$ cat config.mk
export PLATFORM = sky130hd
export DESIGN_NAME = dmem_arbiter_flat
export DESIGN_NICKNAME = d
export VERILOG_FILES = /design/src/rtl/dmem_arb_pkg.sv /design/src/rtl/dmem_arbiter_if.sv /design/src/rtl/dmem_arbiter_rr_pick.sv /design/src/rtl/dmem_arbiter.sv /design/src/flat_wrapper.sv
export SDC_FILE = /design/constraint.sdc
export NUM_CORES = 1
export LEC_CHECK = 0
export CAP_MARGIN = 20
export CORE_AREA = 4 4 102 104
export DETAILED_ROUTE_END_ITERATION = 10
export DIE_AREA = 0 0 106 108
export PLACE_DENSITY = 0.69
export REMOVE_ABC_BUFFERS = 1
export SLEW_MARGIN = 40
export SYNTH_ARGS = -nofsm -noshare
export SYNTH_HDL_FRONTEND = slang
export SYNTH_SLANG_ARGS = --single-unit
$ cat constraint.sdc
create_clock -name clk -period 2.5 [get_ports clk]
set_input_delay 0.375 -clock clk [delete_from_list [all_inputs] [get_ports clk]]
set_output_delay 0.375 -clock clk [all_outputs]
set_load 0.1 [all_outputs]
$ cat src/rtl/dmem_arb_pkg.sv
// -----------------------------------------------------------------------------
// dmem_arb_pkg
// Shared types for the data-memory arbiter: FSM state encoding, requester
// identifiers and a small helper that turns a one-hot 2-way grant into the
// winning requester id.
// -----------------------------------------------------------------------------
package dmem_arb_pkg;

    localparam int NUM_REQ = 2;

    typedef enum logic {
        ARB_IDLE   = 1'b0,
        ARB_LOCKED = 1'b1
    } arb_state_t;

    typedef enum logic {
        REQ_CPU    = 1'b0,
        REQ_LOADER = 1'b1
    } req_id_t;

    // One-hot (or zero) grant to requester id. A zero grant maps to REQ_CPU;
    // callers qualify the result with "any grant".
    function automatic req_id_t grant_to_id(input logic [NUM_REQ-1:0] grant);
        return grant[1] ? REQ_LOADER : REQ_CPU;
    endfunction

endpackage

$ cat src/rtl/dmem_arbiter_if.sv
// -----------------------------------------------------------------------------
// dmem_arbiter_if
// Bundles the two requester channels and the single-port memory channel of
// the data-memory arbiter.
//   req_valid/ready/we/lock [1:0]   per-requester handshake and qualifiers
//   req_addr/req_wdata     [1:0]    per-requester address and write data
//   rsp_valid [1:0], rsp_rdata      response strobe and shared read data
//   mem_en/we/addr/wdata, mem_rdata single-port memory access
// Modports:
//   slave  - the arbiter
//   master - requesters plus the memory (the surrounding system / bench)
// -----------------------------------------------------------------------------
interface dmem_arbiter_if #(
    parameter int ADDR_WIDTH = 32,
    parameter int DATA_WIDTH = 32
);
    logic [1:0]                 req_valid;
    logic [1:0]                 req_ready;
    logic [1:0]                 req_we;
    logic [1:0]                 req_lock;
    logic [1:0][ADDR_WIDTH-1:0] req_addr;
    logic [1:0][DATA_WIDTH-1:0] req_wdata;

    logic [1:0]                 rsp_valid;
    logic [DATA_WIDTH-1:0]      rsp_rdata;

    logic                       mem_en;
    logic                       mem_we;
    logic [ADDR_WIDTH-1:0]      mem_addr;
    logic [DATA_WIDTH-1:0]      mem_wdata;
    logic [DATA_WIDTH-1:0]      mem_rdata;

    modport slave (
        input  req_valid, req_we, req_lock, req_addr, req_wdata, mem_rdata,
        output req_ready, rsp_valid, rsp_rdata,
        output mem_en, mem_we, mem_addr, mem_wdata
    );

    modport master (
        output req_valid, req_we, req_lock, req_addr, req_wdata, mem_rdata,
        input  req_ready, rsp_valid, rsp_rdata,
        input  mem_en, mem_we, mem_addr, mem_wdata
    );
endinterface

$ cat src/rtl/dmem_arbiter_rr_pick.sv
// -----------------------------------------------------------------------------
// rr_pick_2
// Purely combinational 2-way grant picker.
//   valid[1:0]  requests
//   last        requester granted last time (round-robin pointer)
//   prio_en     1 = fixed priority (requester 0 wins ties), 0 = round-robin
//   grant[1:0]  one-hot grant, zero when nothing is valid
// -----------------------------------------------------------------------------
module rr_pick_2 (
    input  logic [1:0] valid,
    input  logic       last,
    input  logic       prio_en,
    output logic [1:0] grant
);
    always_comb begin
        grant = 2'b00;
        case (valid)
            2'b01:   grant = 2'b01;
            2'b10:   grant = 2'b10;
            // Tie: requester 0 wins under fixed priority, otherwise whoever
            // did not win last time.
            2'b11:   grant = (prio_en || last) ? 2'b01 : 2'b10;
            default: grant = 2'b00;
        endcase
    end
endmodule

$ cat src/rtl/dmem_arbiter.sv
// -----------------------------------------------------------------------------
// dmem_arbiter
// Two-requester arbiter/sequencer for the single-port data memory.
// Requester 0 is the CPU load/store path, requester 1 the loader/debug port.
// One access is accepted per cycle; the loader (or CPU) may hold the grant
// for up to LOCK_MAX beats with req_lock. The response strobe and read data
// come back exactly one cycle after acceptance.
//
// Ports:
//   clk   system clock
//   rst   synchronous active-high reset
//   bus   dmem_arbiter_if.slave (requester channels + memory channel)
//
// Parameters:
//   ADDR_WIDTH, DATA_WIDTH  must match the connected interface instance
//   LOCK_MAX                maximum beats per locked burst (>= 1)
//
// Configuration macro:
//   DMEM_ARB_ROUND_ROBIN_EN  defined   -> round-robin tie break in IDLE
//                            undefined -> requester 0 always wins ties
// -----------------------------------------------------------------------------
module dmem_arbiter
    import dmem_arb_pkg::*;
#(
    parameter int ADDR_WIDTH = 32,
    parameter int DATA_WIDTH = 32,
    parameter int LOCK_MAX   = 8
) (
    input  logic           clk,
    input  logic           rst,
    dmem_arbiter_if.slave  bus
);

    localparam int              CNT_W      = $clog2(LOCK_MAX + 1);
    localparam logic [CNT_W-1:0] LOCK_MAX_C = CNT_W'(LOCK_MAX);
    // A one-beat lock is meaningless, so locking is disabled altogether.
    localparam bit              LOCK_EN    = (LOCK_MAX > 1);

`ifdef DMEM_ARB_ROUND_ROBIN_EN
    localparam logic PRIO_EN = 1'b0;
`else
    localparam logic PRIO_EN = 1'b1;
`endif

    // Registered state
    arb_state_t        r_state;
    req_id_t           r_owner;
    logic              r_last_grant;
    logic [CNT_W-1:0]  r_lock_cnt;
    logic [1:0]        r_rsp_valid;
    logic              r_rsp_read;

    // Next-state values
    arb_state_t        w_state_next;
    req_id_t           w_owner_next;
    logic              w_last_grant_next;
    logic [CNT_W-1:0]  w_lock_cnt_next;
    logic [1:0]        w_rsp_valid_next;
    logic              w_rsp_read_next;

    // Grant path
    logic [1:0]        w_idle_grant;
    logic [1:0]        w_lock_grant;
    logic [1:0]        w_grant;
    logic              w_accept;
    req_id_t           w_winner;
    logic              w_mem_we;
    logic [ADDR_WIDTH-1:0] w_mem_addr;
    logic [DATA_WIDTH-1:0] w_mem_wdata;

    // -------------------------------------------------------------------------
    // Grant selection
    // -------------------------------------------------------------------------
    rr_pick_2 u_pick (
        .valid   (bus.req_valid),
        .last    (r_last_grant),
        .prio_en (PRIO_EN),
        .grant   (w_idle_grant)
    );

    // While locked only the owner may be accepted; it is not re-arbitrated
    // even in cycles where the owner has nothing to send.
    for (genvar gi = 0; gi < NUM_REQ; gi++) begin : g_lock_grant
        assign w_lock_grant[gi] = (r_owner == ((gi == 1) ? REQ_LOADER : REQ_CPU))
                                  && bus.req_valid[gi];
    end

    assign w_grant  = rst                     ? 2'b00 :
                      (r_state == ARB_IDLE)   ? w_idle_grant :
                                                w_lock_grant;
    assign w_accept = |w_grant;
    assign w_winner = grant_to_id(w_grant);

    // -------------------------------------------------------------------------
    // FSM: state register
    // -------------------------------------------------------------------------
    always_ff @(posedge clk) begin
        if (rst) begin
            r_state      <= ARB_IDLE;
            r_owner      <= REQ_CPU;
            r_last_grant <= 1'b1;      // CPU wins the first tie
            r_lock_cnt   <= '0;
            r_rsp_valid  <= 2'b00;
            r_rsp_read   <= 1'b0;
        end else begin
            r_state      <= w_state_next;
            r_owner      <= w_owner_next;
            r_last_grant <= w_last_grant_next;
            r_lock_cnt   <= w_lock_cnt_next;
            r_rsp_valid  <= w_rsp_valid_next;
            r_rsp_read   <= w_rsp_read_next;
        end
    end

    // -------------------------------------------------------------------------
    // FSM: next-state logic
    // -------------------------------------------------------------------------
    always_comb begin
        w_state_next      = r_state;
        w_owner_next      = r_owner;
        w_last_grant_next = r_last_grant;
        w_lock_cnt_next   = r_lock_cnt;
        w_rsp_valid_next  = w_grant;
        w_rsp_read_next   = w_accept && !bus.req_we[w_winner];

        if (w_accept) begin
            case (r_state)
                ARB_IDLE: begin
                    w_last_grant_next = w_winner;
                    if (LOCK_EN && bus.req_lock[w_winner]) begin
                        w_state_next    = ARB_LOCKED;
                        w_owner_next    = w_winner;
                        w_lock_cnt_next = CNT_W'(1);
                    end
                end
                ARB_LOCKED: begin
                    w_lock_cnt_next = r_lock_cnt + CNT_W'(1);
                    if (!bus.req_lock[r_owner]) begin
                        w_state_next    = ARB_IDLE;
                        w_lock_cnt_next = '0;
                    end else if (w_lock_cnt_next == LOCK_MAX_C) begin
                        // Forced release: point the round-robin away from
                        // the owner so the other side wins the next tie.
                        w_state_next      = ARB_IDLE;
                        w_lock_cnt_next   = '0;
                        w_last_grant_next = r_owner;
                    end
                end
                default: w_state_next = ARB_IDLE;
            endcase
        end
    end

    // -------------------------------------------------------------------------
    // FSM: outputs
    // -------------------------------------------------------------------------
    assign w_mem_we    = w_accept && bus.req_we[w_winner];
    assign w_mem_addr  = w_accept ? bus.req_addr[w_winner]  : '0;
    assign w_mem_wdata = w_accept ? bus.req_wdata[w_winner] : '0;

    always_comb begin
        bus.req_ready = w_grant;
        bus.mem_en    = w_accept;
        bus.mem_we    = w_mem_we;
        bus.mem_addr  = w_mem_addr;
        bus.mem_wdata = w_mem_wdata;
        // A response registered just before reset must not leak out while
        // reset is held.
        bus.rsp_valid = rst ? 2'b00 : r_rsp_valid;
        bus.rsp_rdata = (!rst && r_rsp_read) ? bus.mem_rdata : '0;
    end

endmodule

$ cat src/flat_wrapper.sv
// flat-port wrapper written by rule: the top's interface ports become plain ports
module dmem_arbiter_flat import dmem_arb_pkg::*;
#(
    parameter int ADDR_WIDTH = 32,
    parameter int DATA_WIDTH = 32,
    parameter int LOCK_MAX   = 8
)
  (clk, rst, bus_req_valid, bus_req_we, bus_req_lock, bus_req_addr, bus_req_wdata, bus_mem_rdata, bus_req_ready, bus_rsp_valid, bus_rsp_rdata, bus_mem_en, bus_mem_we, bus_mem_addr, bus_mem_wdata);
  dmem_arbiter_if #(.ADDR_WIDTH(ADDR_WIDTH), .DATA_WIDTH(DATA_WIDTH)) bus_i ();
  input  logic clk;
  input  logic rst;
  input wire logic [$bits(bus_i.req_valid)-1:0] bus_req_valid;
  input wire logic [$bits(bus_i.req_we)-1:0] bus_req_we;
  input wire logic [$bits(bus_i.req_lock)-1:0] bus_req_lock;
  input wire logic [$bits(bus_i.req_addr)-1:0] bus_req_addr;
  input wire logic [$bits(bus_i.req_wdata)-1:0] bus_req_wdata;
  input wire logic [$bits(bus_i.mem_rdata)-1:0] bus_mem_rdata;
  output wire logic [$bits(bus_i.req_ready)-1:0] bus_req_ready;
  output wire logic [$bits(bus_i.rsp_valid)-1:0] bus_rsp_valid;
  output wire logic [$bits(bus_i.rsp_rdata)-1:0] bus_rsp_rdata;
  output wire logic [$bits(bus_i.mem_en)-1:0] bus_mem_en;
  output wire logic [$bits(bus_i.mem_we)-1:0] bus_mem_we;
  output wire logic [$bits(bus_i.mem_addr)-1:0] bus_mem_addr;
  output wire logic [$bits(bus_i.mem_wdata)-1:0] bus_mem_wdata;
  assign bus_i.req_valid = bus_req_valid;
  assign bus_i.req_we = bus_req_we;
  assign bus_i.req_lock = bus_req_lock;
  assign bus_i.req_addr = bus_req_addr;
  assign bus_i.req_wdata = bus_req_wdata;
  assign bus_i.mem_rdata = bus_mem_rdata;
  assign bus_req_ready = bus_i.req_ready;
  assign bus_rsp_valid = bus_i.rsp_valid;
  assign bus_rsp_rdata = bus_i.rsp_rdata;
  assign bus_mem_en = bus_i.mem_en;
  assign bus_mem_we = bus_i.mem_we;
  assign bus_mem_addr = bus_i.mem_addr;
  assign bus_mem_wdata = bus_i.mem_wdata;
  dmem_arbiter #(.ADDR_WIDTH(ADDR_WIDTH), .DATA_WIDTH(DATA_WIDTH), .LOCK_MAX(LOCK_MAX)) u_core (.clk(clk), .rst(rst), .bus(bus_i));
endmodule
Word level (Yosys, flattened, before mapping)
Cells that the tools add are included.
Widths: inputs -> output; s select.
Word-level totals
  bits in registers: 9
  input bits: 168
  output and inout port bits: 102
  word-level logic and storage cells: 52
Cells by class
  $add $sub $neg: 1
  $lt $le $gt $ge: 2
  eq/ne operators: 5
  muxes and demuxes: 26
  bitwise gates (word level): 2
  reductions and logical operators: 11
Operator list (number)
  $mux 32: 7
  $mux 4: 3
  $mux 1: 10
  $pmux 4 s2: 1
  $mux 2: 3
  $logic_and 1x1->1: 5
  $add 4x1->4 const B: 1
  $eq 2x2->1 const B: 2
  $eq 4x4->1 const B: 1
  $lt 1x2->1 const B: 2
  $pmux 2 s2: 1
  $reduce_or 2->1: 2
  $reduce_and 3->1: 1
  $eq 2x1->1 const B: 1
  $logic_not 1->1: 2
  $ne 2x2->1 const B: 1
  $not 1->1: 2
  $pmux 1 s2: 1
  $reduce_and 2->1: 1

Longest topological paths before layout
Gate-level depths: netlist of run 1.
  depth after elaboration: 10
  gate-level depth with buffers: 6
  depth with buffers taken out: 5

By module
From an unflattened synthesis of run 1, not the netlist that was laid out.
Unflattened totals
  cells, all modules: 190
  area total of the unflattened synthesis: 1584.0 µm²
Modules (own cells, without submodules)
  dmem_arbiter: instances 1, cells an instance 186, area an instance 1561.5 µm², seq. area each 200.2 µm²
  rr_pick_2: instances 1, cells an instance 4, area an instance 22.5 µm², seq. area each 0.0 µm²

Worst setup path after synthesis of run 1
No wires, ideal clock.
  path type: reg2out
  from: register u_core.r_state
  to: output port bus_mem_addr[22]
  arrival: 2639 ps
  data required time: 2125 ps
  path slack: -514 ps
  cell stages (with the launch flop): 4
  buffers on the path: 1
  cell sequence: dfxtp_1 -> a211oi_2 -> clkbuf_1 -> a22o_1
On the way
  elaborated cells on any way between the ends: 7
  classes of those cells: mux (6); reduce/logical (1)
RTL lines
  start: declaration: line dmem_arbiter.sv:46  | arb_state_t r_state;
  start signal: assignment: line dmem_arbiter.sv:106  | r_state <= w_state_next;
  $mux 2: line dmem_arbiter.sv:89  | (r_state == ARB_IDLE) ? w_idle_grant :
  $mux 2: line dmem_arbiter.sv:88  | assign w_grant = rst ? 2'b00 :
  net bus_req_ready[0]: line flat_wrapper.sv:18  | output wire logic [$bits(bus_i.req_ready)-1:0] bus_req_ready;
  $reduce_or 2->1: line dmem_arbiter.sv:91  | assign w_accept = |w_grant;
  $mux 32: line dmem_arbiter.sv:158  | assign w_mem_addr = w_accept ? bus.req_addr[w_winner] : '0;
  end: declaration: line flat_wrapper.sv:23  | output wire logic [$bits(bus_i.mem_addr)-1:0] bus_mem_addr;
The timed path passes the listed nets, and every way through them passes these cells. The select of a mux whose other input is x is not followed.

Worst setup path in the final report of run 1
  from: input port bus_req_valid[0]
  to: output port bus_mem_wdata[4]
On the way
  cells in the longest elaborated chain, start to end: 9
  elaborated cells on any way between the ends: 13
  classes of those cells: eq/ne (3); mux (7); reduce/logical (3)
Ends and longest elaborated chain
  start: declaration: line flat_wrapper.sv:12  | input wire logic [$bits(bus_i.req_valid)-1:0] bus_req_valid;
  $eq 2x2->1 or $eq 2x1->1 (tied branches): line dmem_arbiter_rr_pick.sv:17  | case (valid)
  $reduce_or 2->1 (no source line)
  $pmux 2 s2: line dmem_arbiter_rr_pick.sv:17
  $mux 2 (*): line dmem_arbiter.sv:89
  $mux 2 (*): line dmem_arbiter.sv:88
  $mux 1: line dmem_arb_pkg.sv:24  | return grant[1] ? REQ_LOADER : REQ_CPU;
  $mux 32 (not written as such) (2 in a row): line dmem_arbiter.sv:159  | assign w_mem_wdata = w_accept ? bus.req_wdata[w_winner] : '0;
  $mux 32 (*): line dmem_arbiter.sv:159
  end: declaration: line flat_wrapper.sv:24  | output wire logic [$bits(bus_i.mem_wdata)-1:0] bus_mem_wdata;
Every way passes the cells marked *; elsewhere a longest branch is shown, timed or not. The select of a mux whose other input is x is not followed.

==> run metrics, run 1 <==
chip width=around 110 microns; Syn Std Cell Area=between 1000 and 1500 sq um; nets=slightly above 600; Synth Flop Type=dfxtp_1; peak supply drop=about 0.00021 V; worst slack, placed=roughly 0.14 ns; I/O pins=270; min-delay worst type=flop to flop; Hold Path Sink=u_core.r_lock_cnt[1]; cells along the critical path=clkdlybuf4s50_1 -> inv_1 -> a211oi_4 -> buf_4 -> a22o_1 -> buf_12; placed cells=approximately 570; clk_skew=0.00216 ns; final number of setup-violating endpoints=0; number of port buffers=between 200 and 300; Design Power=between 1.5 and 2 mW; routed via count=approximately 2,600; R2R cell count=4; initial antenna violation count=1; clk root buf=clkbuf_8; post-cts repair resize count=0; CP max-delay cell=clkdlybuf4s50_1; worst setup margin=around 0.13 ns; Longest Clk Path Bufs=2; Initial Utilization=between 10% and 20%; TNS Setup=0 ns; Leakage=about 2.2 nW; Area growth syn-to-layout=275%; CTS sink cnt=9; Hold Vio Cnt, Final=0; gr ovfl total=0; Die H=~110 microns; relative slew slack=roughly 73%; Routed WL=around 11,000 microns; WL per Instance=roughly 18 microns; setup bufs post-CTS=0; f_max=between 400 and 500 MHz; DP Area=~5400 sq um; RSZ-0062 raised after global routing=no; CP max stage delay=~0.50 ns; FF+latch count, synth=9; HPWL Detailed=9330 microns; first-pass GRT wire length=15,200 microns; Tcrit/Tclk final=94.8%; Worst R2R End=u_core.r_lock_cnt[0]; Pwr Density=around 340 nW/um^2; DR iter-0 viols=73; total CTS buffers=3; DRC viols=0; final instance area=5420 sq um; crit-path max FO=19; Finished Core Util=56.7%; vias in the first global route=approximately 2,700; hold buffers post-CTS=0; # rows=36; fill count=800; post-synthesis sequential area ratio=about an eighth; Worst Tran Pin Value=between 0.3 and 0.4 ns; max cap viols=0; Die ar.=about 11,000 sq um; Core ar.=roughly 9500 sq um; vias per cell=~4.5; arrival time at the worst endpoint=a little under 2 ns; status=complete, no violations; largest net degree at the start of global routing=about 50; CTS tree=built; Final Non-Filler Cells=approximately 580; Fin Hold WS=between 0.5 and 0.6 ns; Antenna Violating Nets Remaining=0; layout cells sized above 1=between 20 and 30%; R2R setup slack=about 0.76 ns; Critical R2R Launch=u_core.r_owner; hold path depth=2; GP Congestion=around 0.79; CP Capture Type=output pin; Clock transition at path regs=0.05 ns; Post-Syn Instances=180; Worst Path Required=between 2 and 2.5 ns; Unique masters post-synth=35; Max Slew Vio Count=0; worst skew pair latency=about 0.23 ns; ys async rst share=0%; number of flops mapped to enable cells by yosys=0; Hold Startpoint=u_core.r_lock_cnt[1]; drt first pass iters=4; Worst setup SP type=primary input; Final min period=about 2.4 ns; Total GRT Usage=17.0%; CTS H-Tree Depth=1; post-synthesis area per instance=approximately 8 sq um; critical path class=primary input to output pin; Synthesis Warnings=0
-- layer usage --
metal  GRT usage [%]  share of wire, %  up-vias
met3            7.76                12       10
li1                -                 -     1226
met1            18.1                35     1189
met5               0                 0        -
met2            31.0                51      168
met4            3.61               2.0        0
-- cells in the final DEF (no fill, tap or decap), types with 2 or more instances in the layout --
master           synthesis  layout
clkdlybuf4s50_1          0     167
buf_12                   0     106
a22o_1                  66      66
and2_1                  32      32
dfxtp_1                  9       9
buf_4                    4       8
inv_1                    6       6
nand2_1                  5       5
nor2b_1                  5       5
a21oi_1                  4       4
nor2_1                   3       3
clkbuf_8                 0       3
a211oi_4                 1       2
or3_1                    2       2
or3b_1                   2       2
nor3_1                   2       2
a211oi_1                 2       2
o32ai_1                  2       2
-- cells in the mapped netlist, drive strengths merged, types with 2 or more instances --
cell type | n | share of area, %
a22o | 66 | 40
and2 | 32 | 14
buf | 12 | 5.3
dfxtp | 9 | 12
clkbuf | 8 | 2.1
inv | 7 | 1.8
a211oi | 5 | 4.2
a21oi | 5 | 2.0
nand2 | 5 | 1.3
nor2b | 5 | 2.2
nor2 | 3 | 0.78
mux2i | 2 | 1.6
nor3 | 2 | 0.69
o2111a | 2 | 1.6
o32ai | 2 | 1.2
or3 | 2 | 0.87
or3b | 2 | 1.2
-- critical path: cells and delay by family --
family                 cells  cell delay [ns]
buffers and inverters      4             1.08
AOI/OAI and AO/OA          2             0.53
-- logic make-up after synthesis --
logic type	share of synthesized area, %
muxes	1.64
and+or+nand+nor	23.9
DFF	12.5
adders and majority gates	0.866
buffers and inverters	9.18
xor gates and xnor gates	0.606
AOI/OAI and AO/OA	51.3
-- flip-flops by register name (all words and copies together), names as in the netlist --
signal              flops
u_core.r_state          1
u_core.r_rsp_read       1
u_core.r_rsp_valid      2
u_core.r_lock_cnt       4
u_core.r_owner          1
-- where the power goes --
part	switching, mW	internal (mW)	total (mW)
Clock	0.0583	0.111	0.170
Combinational	0.867	0.646	1.51
Sequential	0.00505	0.150	0.155
Total	0.930	0.907	1.84
-- how the worst max path moves through the flow --
stage	slack (ns)	depth (start not counted)	startpoint	end
after CTS	0.12	6	bus_req_valid[0]	bus_mem_wdata[13]
after global placement	0.14	6	bus_req_valid[0]	bus_mem_wdata[4]
final	0.13	6	bus_req_valid[0]	bus_mem_wdata[4]
after floorplan	-2.55	2	u_core.r_state	bus_mem_addr[0]
after detailed placement	0.14	6	bus_req_valid[0]	bus_mem_wdata[13]
after global routing	0.05	6	bus_req_valid[0]	bus_mem_wdata[4]
-- area by class of cell --
type	instances	area (sq um)	share of cell area, %
Tap cell	133	166	3.07
Timing Repair Buffer	281	3850	71.2
Clock buffer	4	45.0	0.832
Antenna cell	1	2.50	0.0462
Inverter	7	26.3	0.485
Multi-Input combinational cell	144	1140	21.1
Sequential cell	9	180	3.33
Note: power is estimated with default switching activity, not from simulation.
==> run 2, diff against run 1 <==
--- a/config.mk
+++ b/config.mk
@@ -5,8 +5,9 @@
 export SDC_FILE = /design/constraint.sdc
 export NUM_CORES = 1
 export LEC_CHECK = 0
-export CAP_MARGIN = 20
+export CAP_MARGIN = 30
 export CORE_AREA = 4 4 102 104
+export CTS_BUF_LIST = sky130_fd_sc_hd__clkbuf_4 sky130_fd_sc_hd__clkbuf_8
 export DETAILED_ROUTE_END_ITERATION = 10
 export DIE_AREA = 0 0 106 108
 export PLACE_DENSITY = 0.69
==> run 2 against run 1 <==
Critical path depth unchanged. Largest power group unchanged. Core utilization about the same. First-iteration DRC count decreased by 18%. Sequential power about the same. Global-route usage about the same. Sequential cell count unchanged. Critical endpoint unchanged.
==> run metrics, run 2 (synthesized netlist as in run 1, its figures left out) <==
DRC viols=0 (unchanged); most flop-heavy register=u_core.r_lock_cnt (unchanged); multi-input logic area=1140 sq um (unchanged); arrival time at the worst endpoint=1.99 ns (about the same); Tcrit/Tclk final=94.8% (about the same); Worst R2R End=u_core.r_lock_cnt[0] (unchanged); critical path class=primary input to output pin (unchanged); total CTS buffers=3 (unchanged); Hold Startpoint=u_core.r_lock_cnt[1] (unchanged); commonest non-fill, non-tap cell in the layout=clkdlybuf4s50_1 (unchanged); Initial Utilization=15.1% (unchanged); Leakage=2.17 nW (was 2.16 nW); drt first pass iters=4 (unchanged); Worst setup SP type=primary input (unchanged); Pwr Density=341 nW/um^2 (was 339 nW/um^2); TNS Setup=0 ns (unchanged); Hold Path Sink=u_core.r_lock_cnt[1] (unchanged); chip width=106 microns (unchanged); WL per Instance=18.5 microns (about the same); R2R cell count=4 (unchanged); setup bufs post-CTS=0 (unchanged); CP max stage delay=0.50 ns (about the same); Hold Vio Cnt, Final=0 (unchanged); routed via count=2,597 (was 2,593); first-pass GRT wire length=15,200 microns (about the same); R2R setup slack=0.75 ns (was 0.76 ns); crit-path max FO=19 (unchanged); post-cts repair resize count=0 (unchanged); Max Slew Vio Count=0 (unchanged); CP Buf/Inv Count=4 (unchanged); fill count=800 (unchanged); final number of setup-violating endpoints=0 (unchanged); number of port buffers=269 (unchanged); clk_skew=0.00269 ns (was 0.00216 ns); I/O pins=270 (unchanged); nets=615 (unchanged); vias per cell=4.49 (was 4.48); Die H=108 microns (unchanged); FF/Latch Area=180 sq um (unchanged); max cap viols=0 (unchanged); Routed WL=10,700 microns (about the same); Antenna Violating Nets Remaining=0 (unchanged); crit-path leading delay family=buffers and inverters (unchanged); Longest Clk Path Bufs=2 (unchanged); CP Capture Type=output pin (unchanged); DP Area=5370 sq um (unchanged); hold buffers post-CTS=0 (unchanged); Clock transition at path regs=0.05 ns (about the same); Worst Tran Pin Value=0.402 ns (was 0.397 ns); layout cells sized above 1=28.3% (was 28.1%); CP max-delay cell=clkdlybuf4s50_1 (unchanged); GP Congestion=0.791 (unchanged); min-delay worst type=flop to flop (unchanged); RSZ-0062 raised after global routing=no (unchanged); Worst Path Required=2.12 ns (about the same); peak supply drop=0.000206 V (about the same); CTS sink cnt=9 (unchanged); # rows=36 (unchanged); hold path depth=2 (unchanged); worst setup margin=0.130 ns (about the same); Critical R2R Launch=u_core.r_owner (unchanged); Area growth syn-to-layout=275% (about the same); worst slack, placed=0.137 ns (unchanged); vias in the first global route=2,726 (unchanged); Final Non-Filler Cells=579 (unchanged); DR iter-0 viols=60 (was 73); CTS tree=built (unchanged); Die ar.=11,400 sq um (unchanged); worst skew pair latency=0.23 ns (about the same); max reg flops=4 (unchanged); Total GRT Usage=17.0% (about the same); status=complete, no violations (unchanged); f_max=422 MHz (about the same); relative slew slack=73.1% (was 73.4%); Final min period=2.37 ns (about the same); HPWL Detailed=9330 microns (unchanged); most frequent cells in the layout=clkdlybuf4s50_1, buf_12, a22o_1 (unchanged); Core ar.=9550 sq um (unchanged); biggest regs=u_core.r_lock_cnt (4), u_core.r_rsp_valid (2) (unchanged); largest net degree at the start of global routing=49 (unchanged); gr ovfl total=0 (unchanged); cells along the critical path=clkdlybuf4s50_1 -> inv_1 -> a211oi_4 -> buf_4 -> a22o_1 -> buf_12 (unchanged); initial antenna violation count=1 (unchanged); clk root buf=clkbuf_8 (unchanged); CTS H-Tree Depth=1 (unchanged); final instance area=5420 sq um (about the same); placed cells=574 (unchanged)
## run 2: cell count changes in the layout (fill, tap and decap cells not counted)
cell,change
clkbuf_1,-1
clkbuf_4,+1
## run 2: tightest hold or removal path, cell delays in order, from the launching register on
cell and delay, ns:
dfxtp_1 0.34, nand2b_1 0.07, o21ai_0 0.06
## run 2: where the power goes
group	leakage [nW]	switching, mW	internal (mW)
Combinational	2.07	0.866	0.646
Sequential	0.0735	0.00490	0.150
Clock	0.0262	0.0587	0.122
Total	2.17	0.930	0.918
## run 2: layer usage
metal | up-vias | global-route usage, % | part of all wire (%)
met5 | - | 0 | 0
li1 | 1226 | - | -
met3 | 10 | 7.76 | 12
met4 | 0 | 3.61 | 2.0
met1 | 1185 | 18.1 | 35
met2 | 176 | 31.0 | 51
## run 2: worst max path at each step
stage	end	start	slack (ns)	cells after the start
2_1_floorplan	bus_mem_addr[0]	u_core.r_state	-2.55	2
3_3_place_gp	bus_mem_wdata[4]	bus_req_valid[0]	0.14	6
3_5_place_dp	bus_mem_wdata[13]	bus_req_valid[0]	0.14	6
4_1_cts	bus_mem_wdata[13]	bus_req_valid[0]	0.12	6
5_1_grt	bus_mem_wdata[4]	bus_req_valid[0]	0.05	6
6_report	bus_mem_wdata[4]	bus_req_valid[0]	0.13	6
## run 2: area by class of cell
type                       instances  share of cell area, %
multi-input combinational        144                   21.1
sequential                         9                   3.32
tap                              133                   3.07
inverter                           7                  0.485
timing repair buffer             281                   71.1
antenna                            1                 0.0462
clock buffer                       4                  0.900
## run 2: through the flow
step | hold WS, ns | utilization (%) | power, mW
2_1_floorplan | 0.448 | - | 0.939
3_3_place_gp | 0.503 | 56.2 | 1.67
3_5_place_dp | 0.515 | 56.2 | 1.67
4_1_cts | 0.521 | 56.7 | 1.86
5_1_grt | 0.543 | 56.7 | 1.91
6_report | 0.520 | 56.7 | 1.85
==> run 3, diff against run 2 <==
--- a/config.mk
+++ b/config.mk
@@ -12,6 +12,7 @@
 export DIE_AREA = 0 0 106 108
 export PLACE_DENSITY = 0.69
 export REMOVE_ABC_BUFFERS = 1
+export SKIP_LAST_GASP = 1
 export SLEW_MARGIN = 40
 export SYNTH_ARGS = -nofsm -noshare
 export SYNTH_HDL_FRONTEND = slang
==> results of run 3 <==
Final layout, timing and power as in run 2 (identical DEF).
